## src/rtl/packet_merger_if.sv

```systemverilog
// Packet handshake bundle for the two-input merger: two receive ports with
// VALID/DATA in and a READY pulse out, plus the merged send port.
interface packet_merger_if #(
  parameter int PACKET_WIDTH = 175
);
  logic                    RECEIVE_PC0_VALID;
  logic [PACKET_WIDTH-1:0] RECEIVE_PC0_DATA;
  logic                    RECEIVE_PC0_READY;
  logic                    RECEIVE_PC1_VALID;
  logic [PACKET_WIDTH-1:0] RECEIVE_PC1_DATA;
  logic                    RECEIVE_PC1_READY;
  logic                    SEND_PC_VALID;
  logic [PACKET_WIDTH-1:0] SEND_PC_DATA;
  logic                    SEND_PC_READY;

  modport slave (
    input  RECEIVE_PC0_VALID, RECEIVE_PC0_DATA,
    output RECEIVE_PC0_READY,
    input  RECEIVE_PC1_VALID, RECEIVE_PC1_DATA,
    output RECEIVE_PC1_READY,
    output SEND_PC_VALID, SEND_PC_DATA,
    input  SEND_PC_READY
  );

  modport master (
    output RECEIVE_PC0_VALID, RECEIVE_PC0_DATA,
    input  RECEIVE_PC0_READY,
    output RECEIVE_PC1_VALID, RECEIVE_PC1_DATA,
    input  RECEIVE_PC1_READY,
    input  SEND_PC_VALID, SEND_PC_DATA,
    output SEND_PC_READY
  );
endinterface

```

## src/rtl/packet_merger.sv

```systemverilog
// Two-input round-robin packet merger with a single packet buffer and
// per-input forwarded-packet counters.
module packet_merger #(
  parameter int PACKET_WIDTH = 175,
  parameter int COUNT_WIDTH  = 32
) (
  input  logic                   CLK,
  input  logic                   RST,
  packet_merger_if.slave         bus,
  output logic [COUNT_WIDTH-1:0] COUNT0,
  output logic [COUNT_WIDTH-1:0] COUNT1
);
  typedef enum logic [1:0] {S_IDLE, S_ACK, S_SEND} state_t;

  state_t                  state_q;
  logic                    grant_q;
  logic                    last_q;
  logic                    rdy0_q;
  logic                    rdy1_q;
  logic                    send_valid_q;
  logic [PACKET_WIDTH-1:0] send_data_q;
  logic [COUNT_WIDTH-1:0]  count0_q;
  logic [COUNT_WIDTH-1:0]  count1_q;

  logic                    grant_d;
  logic                    granted_valid;
  logic [PACKET_WIDTH-1:0] granted_data;

  // On a tie the input that was not forwarded last wins.
  always_comb begin
    grant_d = bus.RECEIVE_PC1_VALID;
    if (bus.RECEIVE_PC0_VALID && bus.RECEIVE_PC1_VALID) begin
      grant_d = ~last_q;
    end
    granted_valid = grant_q ? bus.RECEIVE_PC1_VALID : bus.RECEIVE_PC0_VALID;
    granted_data  = grant_q ? bus.RECEIVE_PC1_DATA  : bus.RECEIVE_PC0_DATA;
  end

  always_ff @(posedge CLK) begin
    if (RST) begin
      state_q      <= S_IDLE;
      grant_q      <= 1'b0;
      last_q       <= 1'b1;
      rdy0_q       <= 1'b0;
      rdy1_q       <= 1'b0;
      send_valid_q <= 1'b0;
      send_data_q  <= '0;
      count0_q     <= '0;
      count1_q     <= '0;
    end else begin
      case (state_q)
        S_IDLE: begin
          if (bus.RECEIVE_PC0_VALID || bus.RECEIVE_PC1_VALID) begin
            grant_q <= grant_d;
            rdy0_q  <= ~grant_d;
            rdy1_q  <= grant_d;
            state_q <= S_ACK;
          end
        end
        S_ACK: begin
          rdy0_q <= 1'b0;
          rdy1_q <= 1'b0;
          // A sender that dropped VALID under its READY gets nothing captured.
          if (granted_valid) begin
            send_data_q  <= granted_data;
            send_valid_q <= 1'b1;
            last_q       <= grant_q;
            if (grant_q) begin
              count1_q <= count1_q + 1'b1;
            end else begin
              count0_q <= count0_q + 1'b1;
            end
            state_q <= S_SEND;
          end else begin
            state_q <= S_IDLE;
          end
        end
        S_SEND: begin
          if (bus.SEND_PC_READY) begin
            send_valid_q <= 1'b0;
            state_q      <= S_IDLE;
          end
        end
        default: begin
          state_q <= S_IDLE;
        end
      endcase
    end
  end

  assign bus.RECEIVE_PC0_READY = rdy0_q;
  assign bus.RECEIVE_PC1_READY = rdy1_q;
  assign bus.SEND_PC_VALID     = send_valid_q;
  assign bus.SEND_PC_DATA      = send_data_q;
  assign COUNT0                = count0_q;
  assign COUNT1                = count1_q;
endmodule
```

## src/flat_wrapper.sv

```systemverilog
// flat-port wrapper written by rule: the top's interface ports become plain ports
module packet_merger_flat 
#(
  parameter int PACKET_WIDTH = 175,
  parameter int COUNT_WIDTH  = 32
)
  (CLK, RST, COUNT0, COUNT1, bus_RECEIVE_PC0_VALID, bus_RECEIVE_PC0_DATA, bus_RECEIVE_PC0_READY, bus_RECEIVE_PC1_VALID, bus_RECEIVE_PC1_DATA, bus_RECEIVE_PC1_READY, bus_SEND_PC_VALID, bus_SEND_PC_DATA, bus_SEND_PC_READY);
  packet_merger_if #(.PACKET_WIDTH(PACKET_WIDTH)) bus_i ();
  input  logic CLK;
  input  logic RST;
  output logic [COUNT_WIDTH-1:0] COUNT0;
  output logic [COUNT_WIDTH-1:0] COUNT1;
  input wire logic [$bits(bus_i.RECEIVE_PC0_VALID)-1:0] bus_RECEIVE_PC0_VALID;
  input wire logic [$bits(bus_i.RECEIVE_PC0_DATA)-1:0] bus_RECEIVE_PC0_DATA;
  output wire logic [$bits(bus_i.RECEIVE_PC0_READY)-1:0] bus_RECEIVE_PC0_READY;
  input wire logic [$bits(bus_i.RECEIVE_PC1_VALID)-1:0] bus_RECEIVE_PC1_VALID;
  input wire logic [$bits(bus_i.RECEIVE_PC1_DATA)-1:0] bus_RECEIVE_PC1_DATA;
  output wire logic [$bits(bus_i.RECEIVE_PC1_READY)-1:0] bus_RECEIVE_PC1_READY;
  output wire logic [$bits(bus_i.SEND_PC_VALID)-1:0] bus_SEND_PC_VALID;
  output wire logic [$bits(bus_i.SEND_PC_DATA)-1:0] bus_SEND_PC_DATA;
  input wire logic [$bits(bus_i.SEND_PC_READY)-1:0] bus_SEND_PC_READY;
  assign bus_i.RECEIVE_PC0_VALID = bus_RECEIVE_PC0_VALID;
  assign bus_i.RECEIVE_PC0_DATA = bus_RECEIVE_PC0_DATA;
  assign bus_RECEIVE_PC0_READY = bus_i.RECEIVE_PC0_READY;
  assign bus_i.RECEIVE_PC1_VALID = bus_RECEIVE_PC1_VALID;
  assign bus_i.RECEIVE_PC1_DATA = bus_RECEIVE_PC1_DATA;
  assign bus_RECEIVE_PC1_READY = bus_i.RECEIVE_PC1_READY;
  assign bus_SEND_PC_VALID = bus_i.SEND_PC_VALID;
  assign bus_SEND_PC_DATA = bus_i.SEND_PC_DATA;
  assign bus_i.SEND_PC_READY = bus_SEND_PC_READY;
  packet_merger #(.PACKET_WIDTH(PACKET_WIDTH), .COUNT_WIDTH(COUNT_WIDTH)) u_core (.CLK(CLK), .RST(RST), .bus(bus_i), .COUNT0(COUNT0), .COUNT1(COUNT1));
endmodule
```

## config.mk

```make
export PLATFORM = sky130hd
export DESIGN_NAME = packet_merger_flat
export DESIGN_NICKNAME = d
export VERILOG_FILES = /design/src/rtl/packet_merger_if.sv /design/src/rtl/packet_merger.sv /design/src/flat_wrapper.sv
export SDC_FILE = /design/constraint.sdc
export NUM_CORES = 1
export LEC_CHECK = 0
export CAP_MARGIN = 30
export CELL_PAD_IN_SITES_DETAIL_PLACEMENT = 1
export CELL_PAD_IN_SITES_GLOBAL_PLACEMENT = 1
export CORE_AREA = 8 8 224 226
export CTS_CLUSTER_SIZE = 14
export DETAILED_ROUTE_END_ITERATION = 8
export DIE_AREA = 0 0 232 234
export PLACE_DENSITY = 0.66
export SYNTH_ARGS = -nofsm -noshare
export SYNTH_HDL_FRONTEND = slang
export SYNTH_SLANG_ARGS = --single-unit
```

## constraint.sdc

```tcl
create_clock -name CLK -period 2 [get_ports CLK]
set_input_delay 0.6 -clock CLK [delete_from_list [all_inputs] [get_ports CLK]]
set_output_delay 0.6 -clock CLK [all_outputs]
set_load 0.05 [all_outputs]
```

==> impl_metrics.yaml, run 1 <==
yosys:
  syn_area_per_cell_um2: 9.49
  netlist.area_leader.share_pct: 45.5
  synth.cell_area_um2: 10800
  synth_top_area_cell: "dfxtp_1"
  synth.distinct_cells: 39
  synth_area_leaders: "dfxtp_1, mux2i_1, a211oi_1"
  synth_nets: 1497
  ys_seq_area_share_pct: 45.5
  syn_inst: 1140
  synth_ff_type: "dfxtp_1"
  ys_warn_count: 0
  async_flop_share_pct: 0
  ys_seq_elements: 246
  synth_edf_count: 0
power:
  swShare_pct: 29.8
  vdd_ir_drop_max_uv: 412
  p_switching_mw: 4.27
  intPower_mw: 10.1
  seq_power_share_pct: 37.4
  p_leak_nw: 7.03
  p_per_area_nw_per_um2: 783
  clkPwrFrac_pct: 37.8
  p_comb_share_pct: 24.7
place:
  gp_congestion: 0.823
  placedCellCount: 2338
  dp_hpwl_mm: 40.1
  portBuffers: 596
hold_path:
  holdPathEnd: "u_core.COUNT1[31]"
  min_path_type: "reg -> reg"
  min-delay-start: "u_core.COUNT1[31]"
  hold_depth: 2
detailed_routing:
  wirelength_mm: 49.3
  ant_nets: 0
  avgViaCountPerCell: 4.50
  wire_per_inst_um: 20.6
  dr.pass1.iters: 4
  drt_iter0_drc: 326
  drc_errors: 0
  vias: 10761
global_route:
  grt_pass1_vias: 11463
  grt_usage_pct: 16.8
  antenna_found_initial: 1
  grt_pass1_wl_mm: 71.4
  gr-total-overflow: 0
  grt_max_degree: 72
critical_path:
  cpPeakStageDelay_ns: 0.45
  r2r-start: "u_core.state_q[0]"
  required_ns: 1.40
  critPathSlowestCell: "dfxtp_1"
  crit_type: "reg -> out"
  regToRegEndpoint: "u_core.COUNT1[29]"
  end_kind: "output port"
  crit_family: "flip-flops"
  cp_max_fo: 6
  cp_data_arrival_time_ns: 1.24
  crit_chain: "buf_4"
  ff2ff_setup_slack_ns: 0.21
  rr_worst_depth: 6
  crit_buf_inv: 1
  cp-start-kind: "flip-flop"
clock_tree:
  cts.sinks: 246
  cts_tree: "done"
  insertion_delay_ns: 0.54
  numCtsBuffers: 29
  root_buffer: "clkbuf_16"
  hold_buffers: 0
  htreeDepth: 1
  cts.clk_slew.worst_paths_ns: 0.06
  max-clock-path-buffers: 3
finish:
  mostFrequentLayoutCell: "clkdlybuf4s50_1"
  layout.cells.most_common_list: "clkdlybuf4s50_1, buf_4, dfxtp_1, nor2_1, mux2i_1"
  n_antenna_cell: 0
  nets: 2114
  multi_input_area_um2: 5410
  syn_to_final_growth_pct: 69.4
  fin_util_pct: 39.1
  seq_area_um2: 4930
  drive_above_1_share_pct: 21.8
  fill_cells: 5396
  fin_cells: 2393
sta:
  max_freq_mhz: 542
  tns_ns: 0
  post-route-min-period_ns: 1.84
  final.period_utilization_pct: 92.2
  setup_viol: 0
  worst_pin_slew_ns: 0.591
  fin_hold_ws_ns: 0.498
  drv_slew: 0
  rsz0062_at_grt: "no"
  hold_viol: 0
  fin_skew_ns: 0.00997
  maxSlewHeadroom_pct: 60.6
floorplan:
  initial_core_util_pct: 23.1
  die-area_um2: 54300
  rows: 80
  die_height_um: 234
  die_w_um: 232
  core_um2: 46800
  pin_count: 597
run:
  drv_cap: 0
run_status:
  status: "complete, no violations"
-- per-stage QoR --
stage	cell area (µm²)	total power [mW]	setup slack, ns
final	18300	14.3	0.156
after global routing	18300	15.0	0.0301
after CTS	18300	14.6	0.0370
after detailed placement	17300	9.03	-0.543
after global placement	17300	8.98	-0.450
after floorplan	10800	7.36	0.00360
-- worst max path at each step --
stage	endpoint	start	slack, ns	cells after the start
after floorplan	u_core.COUNT1[25]	u_core.COUNT1[2]	0.004	6
after global placement	u_core.COUNT1[31]	bus_RECEIVE_PC1_VALID	-0.45	6
after detailed placement	u_core.bus.SEND_PC_DATA[54]	bus_RECEIVE_PC1_VALID	-0.54	7
after CTS	u_core.bus.SEND_PC_DATA[143]	bus_RECEIVE_PC1_VALID	0.04	7
after global routing	u_core.COUNT0[31]	u_core.COUNT0[14]	0.03	5
final	COUNT0[4]	u_core.COUNT0[4]	0.16	1
-- area by class of cell --
cell class,instances,area share [%]
Timing Repair Buffer,682,33.9
Sequential cell,246,26.9
Clock buffer,44,4.76
Tap cell,615,4.20
Inverter,3,0.0615
Multi-Input combinational cell,795,29.5
Clock inverter,8,0.642
-- sequential cells by signal (all words and copies together), names as in the netlist --
register / cells
u_core.COUNT1: 32
u_core.state_q: 2
u_core.last_q: 1
u_core.bus.SEND_PC_VALID: 1
u_core.grant_q: 1
u_core.COUNT0: 32
u_core.bus.RECEIVE_PC1_READY: 1
u_core.bus.SEND_PC_DATA: 175
u_core.bus.RECEIVE_PC0_READY: 1
-- repair_timing --
item,4_1_cts,5_1_grt
endpoints found under the setup margin,0,132
hold endpoints to repair,0,0
buffers inserted,0,1
resized for setup,0,7
-- kinds of logic (layout without fill, tap and decap cells) --
group                      Yosys count  after routing  share of synthesized area, %
AOI/OAI and AO/OA                  199            199                          13.3
xor gates and xnor gates            55             55                          4.45
adders and majority gates            2              2                         0.231
buffers and inverters               99            737                          4.47
DFF                                246            246                          45.5
muxes                              176            176                          16.3
and+or+nand+nor                    363            363                          15.7
-- worst register-to-register path: stages (launching register included) --
cell	delay, ns
dfxtp_2	0.47
nand4b_4	0.18
nor4_4	0.38
buf_4	0.24
nand4b_1	0.17
xor2_1	0.20
nor2_1	0.06
-- cell usage after synthesis (8+ instances only) --
master / number
dfxtp_1: 246
buf_2: 50
xnor2_1: 10
a21oi_1: 14
nand4_1: 28
clkbuf_1: 29
nor2_1: 243
o21ai_0: 8
a211oi_1: 175
and3_1: 10
mux2i_1: 176
buf_4: 13
xor2_1: 45
nand2_1: 23
nand3_1: 20
-- per-layer routing --
layer	track usage (%)	wire, µm	vias to the layer above	share of wire [%]
li1	-	-	5316	-
met1	19.5	20000	5047	41
met2	30.9	25300	359	51
met3	4.09	3270	39	6.6
met4	3.46	709	0	1.4
met5	0	0	-	0
-- power by group through the flow --
stage | clock network, mW | registers, mW | logic, mW
global route | 5.81 | 5.40 | 3.76
global placement | 0 | 5.45 | 3.53
finish | 5.43 | 5.36 | 3.55
detailed placement | 0 | 5.47 | 3.57
floorplan | 0 | 6.39 | 0.970
CTS | 5.64 | 5.37 | 3.58
No activity file was read; power rests on OpenSTA's default activity.
==> inputs of run 2 (changes only) <==
--- a/config.mk
+++ b/config.mk
@@ -8,11 +8,11 @@
 export CAP_MARGIN = 30
 export CELL_PAD_IN_SITES_DETAIL_PLACEMENT = 1
 export CELL_PAD_IN_SITES_GLOBAL_PLACEMENT = 1
-export CORE_AREA = 8 8 224 226
+export CORE_AREA = 5 5 228 230
 export CTS_CLUSTER_SIZE = 14
 export DETAILED_ROUTE_END_ITERATION = 8
-export DIE_AREA = 0 0 232 234
-export PLACE_DENSITY = 0.66
+export DIE_AREA = 0 0 233 235
+export PLACE_DENSITY = 0.62
 export SYNTH_ARGS = -nofsm -noshare
 export SYNTH_HDL_FRONTEND = slang
 export SYNTH_SLANG_ARGS = --single-unit
==> run 2 against run 1 <==
Clock-buffer cell count increased by 1. Global-route usage down 0.62 points. Combinational power fell by 1%. Clock power grew 13%. Worst setup slack worse by 0.040 ns. Wire length shrank 4.4%. Worst hold slack got worse by 0.0031 ns. Register-to-register slack got worse by 0.03 ns. Critical path depth did not move. Maximum frequency fell by 2.1%. Sequential share of layout area shrank 0.22 points. Critical path type unchanged. Largest cell class unchanged.
==> impl_metrics.yaml, run 2 (synthesized netlist as in run 1, its figures left out) <==
sta:
  max_freq_mhz: 531
  worst_slack_ns: 0.116
  drv_slew: 0
  fin_skew_ns: 0.0115
  fin_hold_ws_ns: 0.495
  final.period_utilization_pct: 94.2
  hold_viol: 0
  tns_ns: 0
  maxSlewHeadroom_pct: 68.6
  post-route-min-period_ns: 1.88
  setup_viol: 0
  worst_pin_slew_ns: 0.471
clock_tree:
  cts.clk_slew.worst_paths_ns: 0.06
  cts_tree: "done"
  cts_resized: 0
  max-clock-path-buffers: 3
  numCtsBuffers: 30
  post-cts-setup-buffer-count: 0
  root_buffer: "clkbuf_16"
  hold_buffers: 0
  htreeDepth: 1
  cts.sinks: 246
  insertion_delay_ns: 0.55
critical_path:
  startpoint: "u_core.COUNT0[4]"
  ff2ff_setup_slack_ns: 0.18
  critPathSlowestCell: "dfxtp_1"
  crit_chain: "buf_4"
  r2r-start: "u_core.COUNT0[15]"
  cp-start-kind: "flip-flop"
  crit_type: "reg -> out"
  regToRegEndpoint: "u_core.COUNT0[24]"
  crit_buf_inv: 1
  cp_max_fo: 6
  rr_worst_depth: 5
  required_ns: 1.40
  worst-path-stages: 1
  cpPeakStageDelay_ns: 0.47
  cp_data_arrival_time_ns: 1.28
  cp-endpoint: "COUNT0[4]"
  crit_family: "flip-flops"
  end_kind: "output port"
place:
  pre_cts_slack_ns: -0.539
  portBuffers: 596
  dp_hpwl_mm: 37.8
  gp_congestion: 0.782
detailed_routing:
  vias: 10772
  avgViaCountPerCell: 4.41
  drt_iter0_drc: 383
  wire_per_inst_um: 19.3
  wirelength_mm: 47.1
  dr.pass1.iters: 4
  drc_errors: 0
  ant_nets: 0
run_status:
  status: "complete, no violations"
floorplan:
  rows: 82
  die_w_um: 233
  initial_core_util_pct: 21.8
  die_height_um: 235
  pin_count: 597
  die-area_um2: 54800
  core_um2: 49700
finish:
  nets: 2105
  multi_input_area_um2: 5410
  drive_above_1_share_pct: 21.6
  fin_util_pct: 37.2
  seq_area_um2: 4930
  layout.cells.most_common_list: "clkdlybuf4s50_1, buf_4, dfxtp_1, nor2_1, mux2i_1"
  largest_register_ffs: 175
  syn_to_final_growth_pct: 70.8
  mostFrequentLayoutCell: "clkdlybuf4s50_1"
  fill_cells: 5765
run:
  drv_cap: 0
global_route:
  grt_usage_pct: 16.2
  antenna_found_initial: 2
  grt_pass1_wl_mm: 70.3
  grt_pass1_vias: 11566
  gr-total-overflow: 0
  grt_max_degree: 65
hold_path:
  min_path_type: "reg -> reg"
  min-delay-start: "u_core.bus.SEND_PC_VALID"
power:
  p_per_area_nw_per_um2: 812
  vdd_ir_drop_max_uv: 587
  p_leak_nw: 7.04
==> run 2: cell types whose count changed in the layout (fill, tap and decap cells not counted), moves of 2 or more <==
cell / before / now
dlymetal6s2s_1: 2 / 0
clkbuf_1: 6 / 2
bufinv_16: 3 / 5
clkbuf_16: 30 / 32
buf_4: 311 / 302
clkbuf_8: 10 / 12
buf_12: 13 / 16
diode_2: 0 / 2
clkdlybuf4s50_1: 351 / 353
==> run 2: power breakdown <==
part	leakage [nW]	internal [mW]	switching [mW]
clock	0.563	3.93	2.19
combinational	4.47	1.50	2.01
sequential	2.01	5.19	0.169
total	7.04	10.6	4.37
==> run 2: worst min path at each step <==
stage,to,slack [ns],cells after the start
floorplan,u_core.last_q,0.45,1
global placement,u_core.COUNT1[31],0.47,2
detailed placement,u_core.last_q,0.48,1
CTS,u_core.grant_q,0.48,2
global route,u_core.bus.SEND_PC_DATA[79],0.52,2
finish,u_core.bus.SEND_PC_VALID,0.49,2
==> run 2: area by class of cell <==
type | instances | share of cell area [%]
Antenna cell | 2 | 0.0271
Sequential cell | 246 | 26.7
Clock buffer | 45 | 5.20
Inverter | 3 | 0.0610
Timing Repair Buffer | 672 | 33.2
Clock inverter | 9 | 0.942
Multi-Input combinational cell | 795 | 29.3
Tap cell | 672 | 4.55
==> run 2: layer usage <==
layer | wire (µm) | global-route usage [%]
met1 | 18500 | 18.5
met2 | 23800 | 29.4
met3 | 3920 | 4.64
met4 | 905 | 4.14
met5 | 0 | 0
==> run 2: through the flow <==
| step | total power [mW] | area (µm²) | instances |
|---|---|---|---|
| global route | 15.6 | 18500 | 2444 |
| CTS | 15.3 | 18500 | 2441 |
| floorplan | 7.36 | 10800 | 1140 |
| detailed placement | 9.01 | 17300 | 2387 |
| finish | 15.0 | 18500 | 2444 |
| global placement | 8.96 | 17300 | 2387 |
==> inputs of run 3 (changes only) <==
==> constraint.sdc (replaced) <==
create_clock -name CLK -period 1.8 [get_ports CLK]
set_input_delay 0.54 -clock CLK [delete_from_list [all_inputs] [get_ports CLK]]
set_output_delay 0.54 -clock CLK [all_outputs]
set_load 0.05 [all_outputs]
==> run 3 against run 2 <==
First-iteration DRC count down 24%. Clock power grew 8.5%. Worst hold slack lost 0.047 ns. Critical path type unchanged. Clock skew decreased by 0.00075 ns. Largest power group unchanged. Final area increased by 8.3%. Sequential power rose by 12%. Combinational power increased by 18%. Register-to-register slack got worse by 0.09 ns. Largest cell class unchanged.
==> impl_metrics.yaml, run 3 (synthesized netlist as in run 1, its figures left out) <==
floorplan:
  die_height_um: 235
  rows: 82
  core_um2: 49700
  die_w_um: 233
  die-area_um2: 54800
  initial_core_util_pct: 21.8
  pin_count: 597
sta:
  setup_viol: 0
  rsz0062_at_grt: "no"
  fin_hold_ws_ns: 0.448
  post-route-min-period_ns: 1.73
  worst_slack_ns: 0.0658
  maxSlewHeadroom_pct: 72.9
  worst_pin_slew_ns: 0.395
  final.period_utilization_pct: 96.3
  hold_viol: 0
  max_freq_mhz: 577
  fin_skew_ns: 0.0107
  drv_slew: 0
critical_path:
  regToRegEndpoint: "u_core.bus.SEND_PC_DATA[64]"
  crit_buf_inv: 2
  crit_type: "reg -> out"
  required_ns: 1.26
  rr_worst_depth: 5
  crit_chain: "buf_4, buf_12"
  cpPeakStageDelay_ns: 0.32
  cp-start-kind: "flip-flop"
  cp_max_fo: 4
  crit_family: "flip-flops"
  end_kind: "output port"
  r2r-start: "u_core.grant_q"
  ff2ff_setup_slack_ns: 0.09
  cp_data_arrival_time_ns: 1.19
  critPathSlowestCell: "dfxtp_2"
  startpoint: "u_core.COUNT1[3]"
clock_tree:
  cts.clk_slew.worst_paths_ns: 0.06
  htreeDepth: 1
  insertion_delay_ns: 0.56
  max-clock-path-buffers: 3
  numCtsBuffers: 30
  root_buffer: "clkbuf_16"
  cts_tree: "done"
  cts.sinks: 246
  hold_buffers: 0
finish:
  largest_register_ffs: 175
  mostFrequentLayoutCell: "clkdlybuf4s50_1"
  n_antenna_cell: 0
  syn_to_final_growth_pct: 84.9
  seq_area_um2: 4990
  multi_input_area_um2: 5450
  fill_cells: 5589
  nets: 2141
  drive_above_1_share_pct: 25.7
  layout.cells.most_common_list: "clkdlybuf4s50_1, nor2_1, buf_4, dfxtp_1, a211oi_1"
place:
  dp_hpwl_mm: 38.8
  pre_cts_slack_ns: -0.746
  gp_congestion: 0.792
  portBuffers: 596
power:
  p_per_area_nw_per_um2: 839
  total_power_mw: 16.8
  vdd_ir_drop_max_uv: 669
  p_leak_nw: 7.52
detailed_routing:
  drt_iter0_drc: 290
  vias: 10917
  wirelength_mm: 48.5
  wire_per_inst_um: 19.6
  drc_errors: 0
  avgViaCountPerCell: 4.41
  ant_nets: 0
  dr.pass1.iters: 4
hold_path:
  holdPathEnd: "u_core.COUNT0[23]"
  min_path_type: "in -> reg"
  min-delay-start: "RST"
  hold_depth: 2
run_status:
  status: "complete, no violations"
global_route:
  grt_usage_pct: 16.7
  grt_max_degree: 53
  gr-total-overflow: 0
  grt_pass1_wl_mm: 72.3
  antenna_found_initial: 0
  grt_pass1_vias: 11792
run:
  drv_cap: 0
## run 3: cell type report
cell class / instances / area share [%]
Timing Repair Buffer: 708 / 38.0
Clock inverter: 12 / 1.08
Inverter: 3 / 0.0563
Multi-Input combinational cell: 795 / 27.3
Sequential cell: 246 / 25.0
Tap cell: 672 / 4.21
Clock buffer: 40 / 4.35
## run 3: metal layers
layer / share of wire [%] / GRT usage [%] / vias up
li1: - / - / 5374
met1: 37 / 18.2 / 5171
met2: 54 / 32.3 / 331
met3: 7.5 / 4.44 / 41
met4: 1.2 / 2.83 / 0
met5: 0 / 0 / -
## run 3: per-stage QoR
stage	cells	setup TNS [ns]	utilization (%)	instance area (µm²)
2_1_floorplan	1140	0	-	10900
4_1_cts	2471	0	39.9	19800
5_1_grt	2476	0	40.3	20000
3_5_place_dp	2416	-134.38	37.6	18700
6_report	2476	0	40.3	20000
3_3_place_gp	2416	-124.13	37.6	18700
## run 3: how the worst max path moves through the flow
stage	to	slack, ns	cells past startpoint
floorplan	u_core.COUNT1[22]	0.004	6
detailed placement	u_core.bus.SEND_PC_DATA[122]	-0.75	7
finish	COUNT1[3]	0.07	2
CTS	u_core.bus.SEND_PC_DATA[64]	0.002	5
global placement	u_core.bus.SEND_PC_DATA[112]	-0.66	7
global route	COUNT1[24]	0.0003	2
## run 3: where the power goes
part | internal (mW) | switching [mW]
Clock | 4.21 | 2.43
Combinational | 1.87 | 2.28
Sequential | 5.76 | 0.223
Total | 11.8 | 4.93
## run 3: timing repair
item,in CTS,in global routing
pin swaps,1,4
buffers inserted,1,4
resized for setup,12,25
endpoints found under the setup margin,127,61
cloned,2,1
